`config.mk`:
```
export PLATFORM = sky130hd
export DESIGN_NAME = image_scaler_engine_flat
export DESIGN_NICKNAME = d
export VERILOG_FILES = /design/src/rtl/image_scaler_engine_if.sv /design/src/rtl/image_scaler_engine.sv /design/src/flat_wrapper.sv
export SDC_FILE = /design/constraint.sdc
export NUM_CORES = 1
export LEC_CHECK = 0
export BUFFER_PORTS_ARGS = -buffer_cell sky130_fd_sc_hd__buf_2
export CAP_MARGIN = 20
export CORE_MARGIN = 3
export CORE_UTILIZATION = 25
export CTS_BUF_LIST = sky130_fd_sc_hd__clkbuf_8
export DETAILED_ROUTE_END_ITERATION = 10
export GPL_ROUTABILITY_DRIVEN = 0
export PLACE_DENSITY = 0.48
export SLEW_MARGIN = 15
export SYNTH_ARGS = -nofsm -noshare
export SYNTH_HDL_FRONTEND = slang
export SYNTH_SLANG_ARGS = --single-unit
```
`constraint.sdc`:
```
create_clock -name clk -period 16.8 [get_ports clk]
set_clock_uncertainty 0.2 [all_clocks]
set_input_delay 0.84 -clock clk [delete_from_list [all_inputs] [get_ports clk]]
set_output_delay 0.84 -clock clk [all_outputs]
set_load 0.005 [all_outputs]
```
`src/rtl/image_scaler_engine_if.sv`:
```
// Handshake and frame-memory bus of the image scaler engine.
// master: engine side; slave: controller plus source ROM and destination RAM side.
interface image_scaler_engine_if #(
  parameter int unsigned PIX_W   = 8,
  parameter int unsigned RADDR_W = 15,
  parameter int unsigned WADDR_W = 19
);
  logic               start;
  logic [1:0]         mode;
  logic [1:0]         factor_log2;
  logic [RADDR_W-1:0] rd_addr;
  logic [PIX_W-1:0]   rd_data;
  logic               wr_en;
  logic [WADDR_W-1:0] wr_addr;
  logic [PIX_W-1:0]   wr_data;
  logic               busy;
  logic               done;
  logic               cfg_err;

  modport master (
    input  start, mode, factor_log2, rd_data,
    output rd_addr, wr_en, wr_addr, wr_data, busy, done, cfg_err
  );

  modport slave (
    output start, mode, factor_log2, rd_data,
    input  rd_addr, wr_en, wr_addr, wr_data, busy, done, cfg_err
  );
endinterface

```
`src/rtl/image_scaler_engine.sv`:
```
// Replicate / decimate / block-average scaler by 2^k between a frame ROM and a frame RAM.
// Define AVG_ROUND_EN to round block averages half up instead of truncating.
module image_scaler_engine #(
  parameter int unsigned PIX_W     = 8,
  parameter int unsigned SRC_W     = 160,
  parameter int unsigned SRC_H     = 120,
  parameter int unsigned MAX_LOG2F = 2,
  parameter int unsigned RADDR_W   = 15,
  parameter int unsigned WADDR_W   = 19
) (
  input logic                  clk,
  input logic                  rst_n,
  image_scaler_engine_if.master bus
);
  localparam int unsigned ACC_W = PIX_W + 2 * MAX_LOG2F;
  localparam int unsigned X_W   = $clog2((SRC_W << MAX_LOG2F) + 1);
  localparam int unsigned Y_W   = $clog2((SRC_H << MAX_LOG2F) + 1);
  localparam int unsigned D_W   = (MAX_LOG2F > 0) ? MAX_LOG2F : 1;
  localparam logic [1:0]  MAX_K = 2'(MAX_LOG2F);

  localparam logic [1:0] ModeRep = 2'b00;
  localparam logic [1:0] ModeAvg = 2'b10;
  localparam logic [1:0] ModeBad = 2'b11;

  typedef enum logic [1:0] {StIdle, StRun, StFlush, StDone} state_e;

  state_e             state_q, state_d;
  logic [1:0]         mode_q, mode_d, k_q, k_d;
  logic               err_q, err_d, flush_q, flush_d;
  logic [X_W-1:0]     ox_q, ox_d;
  logic [Y_W-1:0]     oy_q, oy_d;
  logic [D_W-1:0]     dx_q, dx_d, dy_q, dy_d;
  logic               vld1_q, first1_q, last1_q;
  logic [ACC_W-1:0]   acc_q, sum, sum_r;
  logic               wr_en_q;
  logic [WADDR_W-1:0] wr_addr_q, wr_cnt_q;
  logic [PIX_W-1:0]   wr_data_q;
  logic [31:0]        out_w, out_h, fm1, row, col, raddr;
  logic               is_avg, blk_end, job_end;
  logic [2:0]         shamt;

  // Geometry of the read currently presented on rd_addr.
  always_comb begin
    is_avg = (mode_q == ModeAvg);
    fm1    = (32'd1 << k_q) - 32'd1;
    if (mode_q == ModeRep) begin
      out_w = 32'(SRC_W) << k_q;
      out_h = 32'(SRC_H) << k_q;
      row   = 32'(oy_q) >> k_q;
      col   = 32'(ox_q) >> k_q;
    end else begin
      out_w = 32'(SRC_W) >> k_q;
      out_h = 32'(SRC_H) >> k_q;
      row   = (32'(oy_q) << k_q) + 32'(dy_q);
      col   = (32'(ox_q) << k_q) + 32'(dx_q);
    end
    raddr   = row * 32'(SRC_W) + col;
    blk_end = !is_avg || ((32'(dx_q) == fm1) && (32'(dy_q) == fm1));
    job_end = blk_end && (32'(ox_q) == out_w - 32'd1) && (32'(oy_q) == out_h - 32'd1);
  end

  always_comb begin
    state_d = state_q;
    mode_d  = mode_q;
    k_d     = k_q;
    err_d   = err_q;
    flush_d = flush_q;
    ox_d    = ox_q;
    oy_d    = oy_q;
    dx_d    = dx_q;
    dy_d    = dy_q;
    case (state_q)
      StIdle: begin
        if (bus.start) begin
          mode_d = bus.mode;
          k_d    = (bus.factor_log2 > MAX_K) ? MAX_K : bus.factor_log2;
          ox_d   = '0;
          oy_d   = '0;
          dx_d   = '0;
          dy_d   = '0;
          err_d  = (bus.mode == ModeBad);
          state_d = (bus.mode == ModeBad) ? StDone : StRun;
        end
      end
      StRun: begin
        if (job_end) begin
          state_d = StFlush;
          flush_d = 1'b0;
        end else if (is_avg && (32'(dx_q) != fm1)) begin
          dx_d = dx_q + D_W'(1);
        end else if (is_avg && (32'(dy_q) != fm1)) begin
          dx_d = '0;
          dy_d = dy_q + D_W'(1);
        end else begin
          dx_d = '0;
          dy_d = '0;
          if (32'(ox_q) == out_w - 32'd1) begin
            ox_d = '0;
            oy_d = oy_q + Y_W'(1);
          end else begin
            ox_d = ox_q + X_W'(1);
          end
        end
      end
      StFlush: begin
        flush_d = 1'b1;
        if (flush_q) state_d = StDone;
      end
      StDone:  state_d = StIdle;
      default: state_d = StIdle;
    endcase
  end

  // Block sum; the first sample of a block loads rather than accumulates.
  always_comb begin
    sum   = first1_q ? ACC_W'(bus.rd_data) : acc_q + ACC_W'(bus.rd_data);
    shamt = is_avg ? {k_q, 1'b0} : 3'd0;
`ifdef AVG_ROUND_EN
    sum_r = (shamt != 3'd0) ? sum + (ACC_W'(1) << (shamt - 3'd1)) : sum;
`else
    sum_r = sum;
`endif
  end

  always_ff @(posedge clk or negedge rst_n) begin
    if (!rst_n) begin
      state_q <= StIdle;
      mode_q  <= '0;
      k_q     <= '0;
      err_q   <= 1'b0;
      flush_q <= 1'b0;
      ox_q    <= '0;
      oy_q    <= '0;
      dx_q    <= '0;
      dy_q    <= '0;
    end else begin
      state_q <= state_d;
      mode_q  <= mode_d;
      k_q     <= k_d;
      err_q   <= err_d;
      flush_q <= flush_d;
      ox_q    <= ox_d;
      oy_q    <= oy_d;
      dx_q    <= dx_d;
      dy_q    <= dy_d;
    end
  end

  always_ff @(posedge clk or negedge rst_n) begin
    if (!rst_n) begin
      vld1_q    <= 1'b0;
      first1_q  <= 1'b0;
      last1_q   <= 1'b0;
      acc_q     <= '0;
      wr_en_q   <= 1'b0;
      wr_addr_q <= '0;
      wr_data_q <= '0;
      wr_cnt_q  <= '0;
    end else begin
      vld1_q   <= (state_q == StRun);
      first1_q <= (dx_q == '0) && (dy_q == '0);
      last1_q  <= blk_end;
      wr_en_q  <= vld1_q && last1_q;
      if (vld1_q) acc_q <= sum;
      if (vld1_q && last1_q) begin
        wr_data_q <= PIX_W'(sum_r >> shamt);
        wr_addr_q <= wr_cnt_q;
        wr_cnt_q  <= wr_cnt_q + WADDR_W'(1);
      end else if (state_q == StIdle && bus.start) begin
        wr_cnt_q <= '0;
      end
    end
  end

  assign bus.rd_addr = (state_q == StRun) ? RADDR_W'(raddr) : '0;
  assign bus.wr_en   = wr_en_q;
  assign bus.wr_addr = wr_addr_q;
  assign bus.wr_data = wr_data_q;
  assign bus.busy    = (state_q == StRun) || (state_q == StFlush);
  assign bus.done    = (state_q == StDone);
  assign bus.cfg_err = (state_q == StDone) && err_q;
endmodule
```
`src/flat_wrapper.sv`:
```
// flat-port wrapper written by rule: the top's interface ports become plain ports
module image_scaler_engine_flat 
#(
  parameter int unsigned PIX_W     = 8,
  parameter int unsigned SRC_W     = 160,
  parameter int unsigned SRC_H     = 120,
  parameter int unsigned MAX_LOG2F = 2,
  parameter int unsigned RADDR_W   = 15,
  parameter int unsigned WADDR_W   = 19
)
  (clk, rst_n, bus_start, bus_mode, bus_factor_log2, bus_rd_data, bus_rd_addr, bus_wr_en, bus_wr_addr, bus_wr_data, bus_busy, bus_done, bus_cfg_err);
  image_scaler_engine_if #(.PIX_W(PIX_W), .RADDR_W(RADDR_W), .WADDR_W(WADDR_W)) bus_i ();
  input logic clk;
  input logic rst_n;
  input wire logic [$bits(bus_i.start)-1:0] bus_start;
  input wire logic [$bits(bus_i.mode)-1:0] bus_mode;
  input wire logic [$bits(bus_i.factor_log2)-1:0] bus_factor_log2;
  input wire logic [$bits(bus_i.rd_data)-1:0] bus_rd_data;
  output wire logic [$bits(bus_i.rd_addr)-1:0] bus_rd_addr;
  output wire logic [$bits(bus_i.wr_en)-1:0] bus_wr_en;
  output wire logic [$bits(bus_i.wr_addr)-1:0] bus_wr_addr;
  output wire logic [$bits(bus_i.wr_data)-1:0] bus_wr_data;
  output wire logic [$bits(bus_i.busy)-1:0] bus_busy;
  output wire logic [$bits(bus_i.done)-1:0] bus_done;
  output wire logic [$bits(bus_i.cfg_err)-1:0] bus_cfg_err;
  assign bus_i.start = bus_start;
  assign bus_i.mode = bus_mode;
  assign bus_i.factor_log2 = bus_factor_log2;
  assign bus_i.rd_data = bus_rd_data;
  assign bus_rd_addr = bus_i.rd_addr;
  assign bus_wr_en = bus_i.wr_en;
  assign bus_wr_addr = bus_i.wr_addr;
  assign bus_wr_data = bus_i.wr_data;
  assign bus_busy = bus_i.busy;
  assign bus_done = bus_i.done;
  assign bus_cfg_err = bus_i.cfg_err;
  image_scaler_engine #(.PIX_W(PIX_W), .SRC_W(SRC_W), .SRC_H(SRC_H), .MAX_LOG2F(MAX_LOG2F), .RADDR_W(RADDR_W), .WADDR_W(WADDR_W)) u_core (.clk(clk), .rst_n(rst_n), .bus(bus_i));
endmodule
```
* After elaboration in Yosys (flattened, before gate mapping)
Cells that the tools add are included.
** Operators by class
- Add/subtract/negate cells :: 12
- Multiply operators :: 1
- $lt $le $gt $ge :: 1
- Equal/unequal tests :: 18
- Shifts and indexed selects :: 10
- Mux-type cells :: 37
- Reduce and logical (&&, ||, !) cells :: 26
** Operators by type and width (number)
- two-way mux 32 bit :: 3
- subtractor 32 x 1 -> 32 bit, second input constant :: 3
- equality test 2 x 32 -> 1 bit :: 2
- != test 2 x 32 -> 1 bit :: 2
- two-way mux 10 bit :: 5
- two-way mux 9 bit :: 5
- two-way mux 19 bit :: 2
- adder 32 x 2 -> 32 bit :: 1
- equality test 10 x 32 -> 1 bit :: 1
- equality test 9 x 32 -> 1 bit :: 1
- multiplier 32 x 3 -> 10 bit, second input constant :: 1
- << shifter 1 x 2 -> 32 bit, first input constant :: 1
- << shifter 7 x 2 -> 32 bit, first input constant :: 1
- << shifter 8 x 2 -> 32 bit, first input constant :: 1
- << shifter 9 x 2 -> 32 bit :: 1
- >> shifter 7 x 2 -> 32 bit, first input constant :: 1
- >> shifter 8 x 2 -> 32 bit, first input constant :: 1
- >> shifter 9 x 2 -> 32 bit :: 1
- two-way mux 15 bit :: 2
- two-way mux 2 bit :: 11
- case mux 10 bit (2 select lines) :: 1
- adder 19 x 1 -> 19 bit, second input constant :: 1
- case mux 9 bit (2 select lines) :: 1
- adder 15 bit :: 1
- other kinds (29) :: 55
** Storage, ports and cells
- Register bits after elaboration :: 93
- Input bits :: 15
- Output and inout bits :: 46
- Logic and storage cells :: 122

* Logic depth before layout (Yosys ltp)
- Depth in word-level cells :: 9
- Depth in mapped cells :: 29
- Depth with buffers taken out :: 23

* Least setup slack after synthesis
Ideal clock, no wire load.
- Path type :: register to output
- Start point :: register u_core.k_q[0]
- End point :: output port bus_rd_addr[14]
- Arrival time :: 5.595 ns
- Data required time :: 15.760 ns
- Path slack :: 10.165 ns
- Cell stages (with the launch flop) :: 28
- Path buffers :: 6
- Path through :: dfrtp_1 buf_4 buf_4 buf_2 buf_2 buf_1 clkbuf_1 mux2i_1 nor2_1 ha_1 a21o_1 nor2b_1 xor2_1 o21ai_0 ha_1 ha_1 inv_1 fa_1 inv_1 ha_1 inv_1 nor2_1 a2111oi_0 o31a_1 nand2b_1 nor2b_1 o21ai_0 o211ai_1
** Between the ends
- Longest elaborated chain between the ends :: 6
- Elaborated cells on any way between the ends :: 11
- Those cells by class :: add/sub: 3; mul: 1; shift: 4; mux: 3
** Ends and longest elaborated chain
- start, declared :: RTL line image_scaler_engine.sv:28 : logic [1:0] mode_q, mode_d, k_q, k_d;
- start signal, assigned :: RTL line image_scaler_engine.sv:139 : k_q <= k_d;
- << shifter 9 x 2 -> 32 bit :: RTL line image_scaler_engine.sv:54 : row = (32'(oy_q) << k_q) + 32'(dy_q);
- adder 32 x 2 -> 32 bit :: RTL line image_scaler_engine.sv:54
- two-way mux 32 bit :: RTL line image_scaler_engine.sv:46 : if (mode_q == ModeRep) begin
- multiplier 32 x 3 -> 10 bit :: RTL line image_scaler_engine.sv:57 : raddr = row * 32'(SRC_W) + col;
- adder 15 bit * :: RTL line image_scaler_engine.sv:57
- two-way mux 15 bit * :: RTL line image_scaler_engine.sv:175 : assign bus.rd_addr = (state_q == StRun) ? RADDR_W'(raddr) : '0;
- end, declared :: RTL line flat_wrapper.sv:19 : output wire logic [$bits(bus_i.rd_addr)-1:0] bus_rd_addr;
Mark *: on every way between the ends. The rest lies on a longest branch, timed or not.

* Worst setup path in the final report
Same ends and word-level chain as after synthesis.

==> results.toml <==
[synthesis]
synthTopCellsByArea = "dfrtp_1, ha_1, nand2_1, o21ai_0, nor2_1"
synth_xor_area_frac = 0.0497
synth-edff-count = 0
synthMostInstantiatedCell = "nand2_1"
seq_area_frac_synth = 0.293
synth_compound_area_frac = 0.195
synth_top_family_by_area = "simple AND/OR/NAND/NOR gates"
async_flop_share = 1.00
synthSimpleGateAreaFrac = 0.237
yosysWarnings = 0
syn_inst = 973
ys_ff_latch = 93
ys.flop_type = "dfrtp_1"
syn_avg_cell_area_sq_um = 8.15
synth_area_sq_um = 7930
synth_top_area_share = 0.293
synthTopCellsByCount = "nand2_1, dfrtp_1, nor2_1, o21ai_0, a21oi_1"
yosysTopAreaCell = "dfrtp_1"
ys_types = 74
synth-adder-area-share = 0.0899
synthMuxAreaShare = 0.0809

[cells_and_area]
fin_area_sq_um = 8700
drive_gt1_frac = 0.125
area_delta_synth_final_pct = 9.73
fin_util = 0.282
fin_cells = 1391
nets = 1059
fill_cells = 3382
antenna_cells = 0

[grt]
grt_max_degree = 78
antenna_found_initial = 2
grt_pass1_wl_microns = 35500
grt_overflow_total = 0
grt_pass1_vias = 6676
grt_usage = 0.127

[floorplan]
start_util = 0.257
core-area_sq_um = 30900
row_count = 64
die_h_microns = 184
die_x_microns = 184
ioPinCount = 61
dieArea_sq_um = 33900

[timing]
fin_ws_ns = 9.77
fmax_ghz = 0.142
slew_headroom = 0.419
setup_tns_ns = 0
setup_viol = 0
rsz0062_at_grt = "no"
slew_violations = 0
tightest_slew_ns = 0.849
hold_violations = 0
hold_ws_ns = 0.215
post-route-min-period_ns = 7.03
period_share = 0.418

[route]
viasPerCell = 5.03
first_iter_violations = 395
vias = 6998
finalWirelength_microns = 21500
drc = 0
postRouteAntennaNets = 0
dr.pass1.iters = 4
wl_per_cell_microns = 15.5

[placed_design]
placed_area_sq_um = 8500
place_ws_ns = 10.21
place_inst = 1375
dp_hpwl_microns = 15500
portBuffers = 60

[flow_run]
drv_cap = 0

[clocking]
cts_root_buffer = "clkbuf_8"
cts_setup_buffers = 0
cts.sinks = 93
cts_inserted_buffers = 9
clk_pin_slew_ns = 0.10
cts.repair.resized = 0
cts_hold_buf = 0
clock_latency_ns = 0.38
ctsLongestPathBuffers = 2
cts_tree = "built"
htreeDepth = 3

[power]
p_leak_nw = 3.82
power_density_nw_per_um2 = 157
total_power_mw = 1.37
ir_drop_uv = 51.3

[worst_setup_path]
crit_chain = "buf_4 > nor2_1 > and2_1 > ha_1 > fa_1 > nand2_1 > xor2_1 > a21oi_1 > ha_1 > inv_1 > fa_1 > inv_1 > ha_1 > inv_1 > nor2_1 > a2111oi_0 > o31a_1 > nand2b_1 > nor2b_1 > o21ai_0 > o211ai_1 > buf_2"
cp_max_fo = 68
worstSetupPathType = "register to output pin"
start_kind = "register"
crit_path_max_incr_delay_ns = 0.78
cp.required_ns = 15.76
critPathArrivalTime_ns = 5.99
endpoint_kind = "output pin"
cpMaxStageDelayCell = "a2111oi_0"

[run_status]
outcome = "completed"

[worst_hold_path]
min_path_type = "primary input to asynchronous set/reset pin"
cells by family (layout without fill, tap and decap cells):
| kind of cell | after synthesis | count (layout) |
|---|---|---|
| DFF | 93 | 93 |
| buffers and inverters | 99 | 119 |
| and+or+nand+nor | 389 | 389 |
| AOI/OAI and AO/OA | 243 | 243 |
| other | 1 | 3 |
| xor gates and xnor gates | 45 | 45 |
| adders and majority gates | 54 | 54 |
| muxes | 49 | 49 |
state kept, by name, summed over array words and instances, names as in the netlist, 8 cells and up:
name and cells:
u_core.oy_q 9, u_core.ox_q 10, u_core.acc_q 12, u_core.wr_cnt_q 19, u_core.bus.wr_data 8, u_core.bus.wr_addr 19
power breakdown:
group / internal, mW / switching [mW]
logic: 0.346 / 0.529
registers: 0.273 / 0.0632
clock network: 0.0760 / 0.0811
cell type report:
type | count | area [sq um] | area share
inverters | 37 | 139 | 0.0160
clock inverters | 5 | 51.3 | 0.00589
well taps | 396 | 495 | 0.0569
multi-input cells | 783 | 5190 | 0.596
clock buffers | 11 | 151 | 0.0174
repair buffers | 66 | 348 | 0.0400
flip-flops and latches | 93 | 2330 | 0.268
worst max-delay path, delay by kind of cell (launching register included):
kind	cells	cell delay [ns]
fa+ha+maj	5	1.82
compound gates	5	1.43
simple gates	6	0.93
buf+inv	5	0.92
flops	1	0.34
xor+xnor	1	0.15
final timing paths:
path                                        from                    end  slack, ns  cells after the start
max                                u_core.k_q[0]        bus_rd_addr[14]       9.77                     22
min                                        rst_n  u_core.bus.wr_data[5]       0.22                      1
max reg2reg                     u_core.mode_q[0]         u_core.oy_q[1]      11.90                     11
min reg2reg                u_core.bus.wr_addr[1]  u_core.bus.wr_addr[1]       0.27                      2
max in group asynchronous                  rst_n    u_core.wr_cnt_q[13]      15.03                      2
min in group clk           u_core.bus.wr_addr[1]  u_core.bus.wr_addr[1]       0.27                      2
layer usage:
layer	share of wire	track usage
met5	0.00098	0
met4	0.012	0.0260
met3	0.030	0.0225
met2	0.48	0.214
met1	0.48	0.172
cell usage in the layout (no fill, tap or decap), types with 5 or more instances in the layout:
cell type and count:
inv_1 37, o31ai_1 11, a21o_1 5, nand4_1 12, clkbuf_8 11, nor2b_1 17
buf_4 7, a21oi_1 63, ha_1 49, buf_2 59, nor3_1 12, or4_1 5
nand2b_1 17, o211ai_1 16, mux2_2 16, dfrtp_1 91, a211oi_1 12, o31a_1 7
fa_1 5, nor2_1 87, mux4_2 10, nand3b_1 6, and2_1 12, nor4_1 7
xnor2_1 29, a211o_1 6, nand3_1 37, o22ai_1 6, o21ai_0 68, xor2_1 16
nand2_1 133, mux2i_1 21, or3_1 12, and3_1 15, a31oi_1 6
No activity file was read; power rests on OpenSTA's default activity.
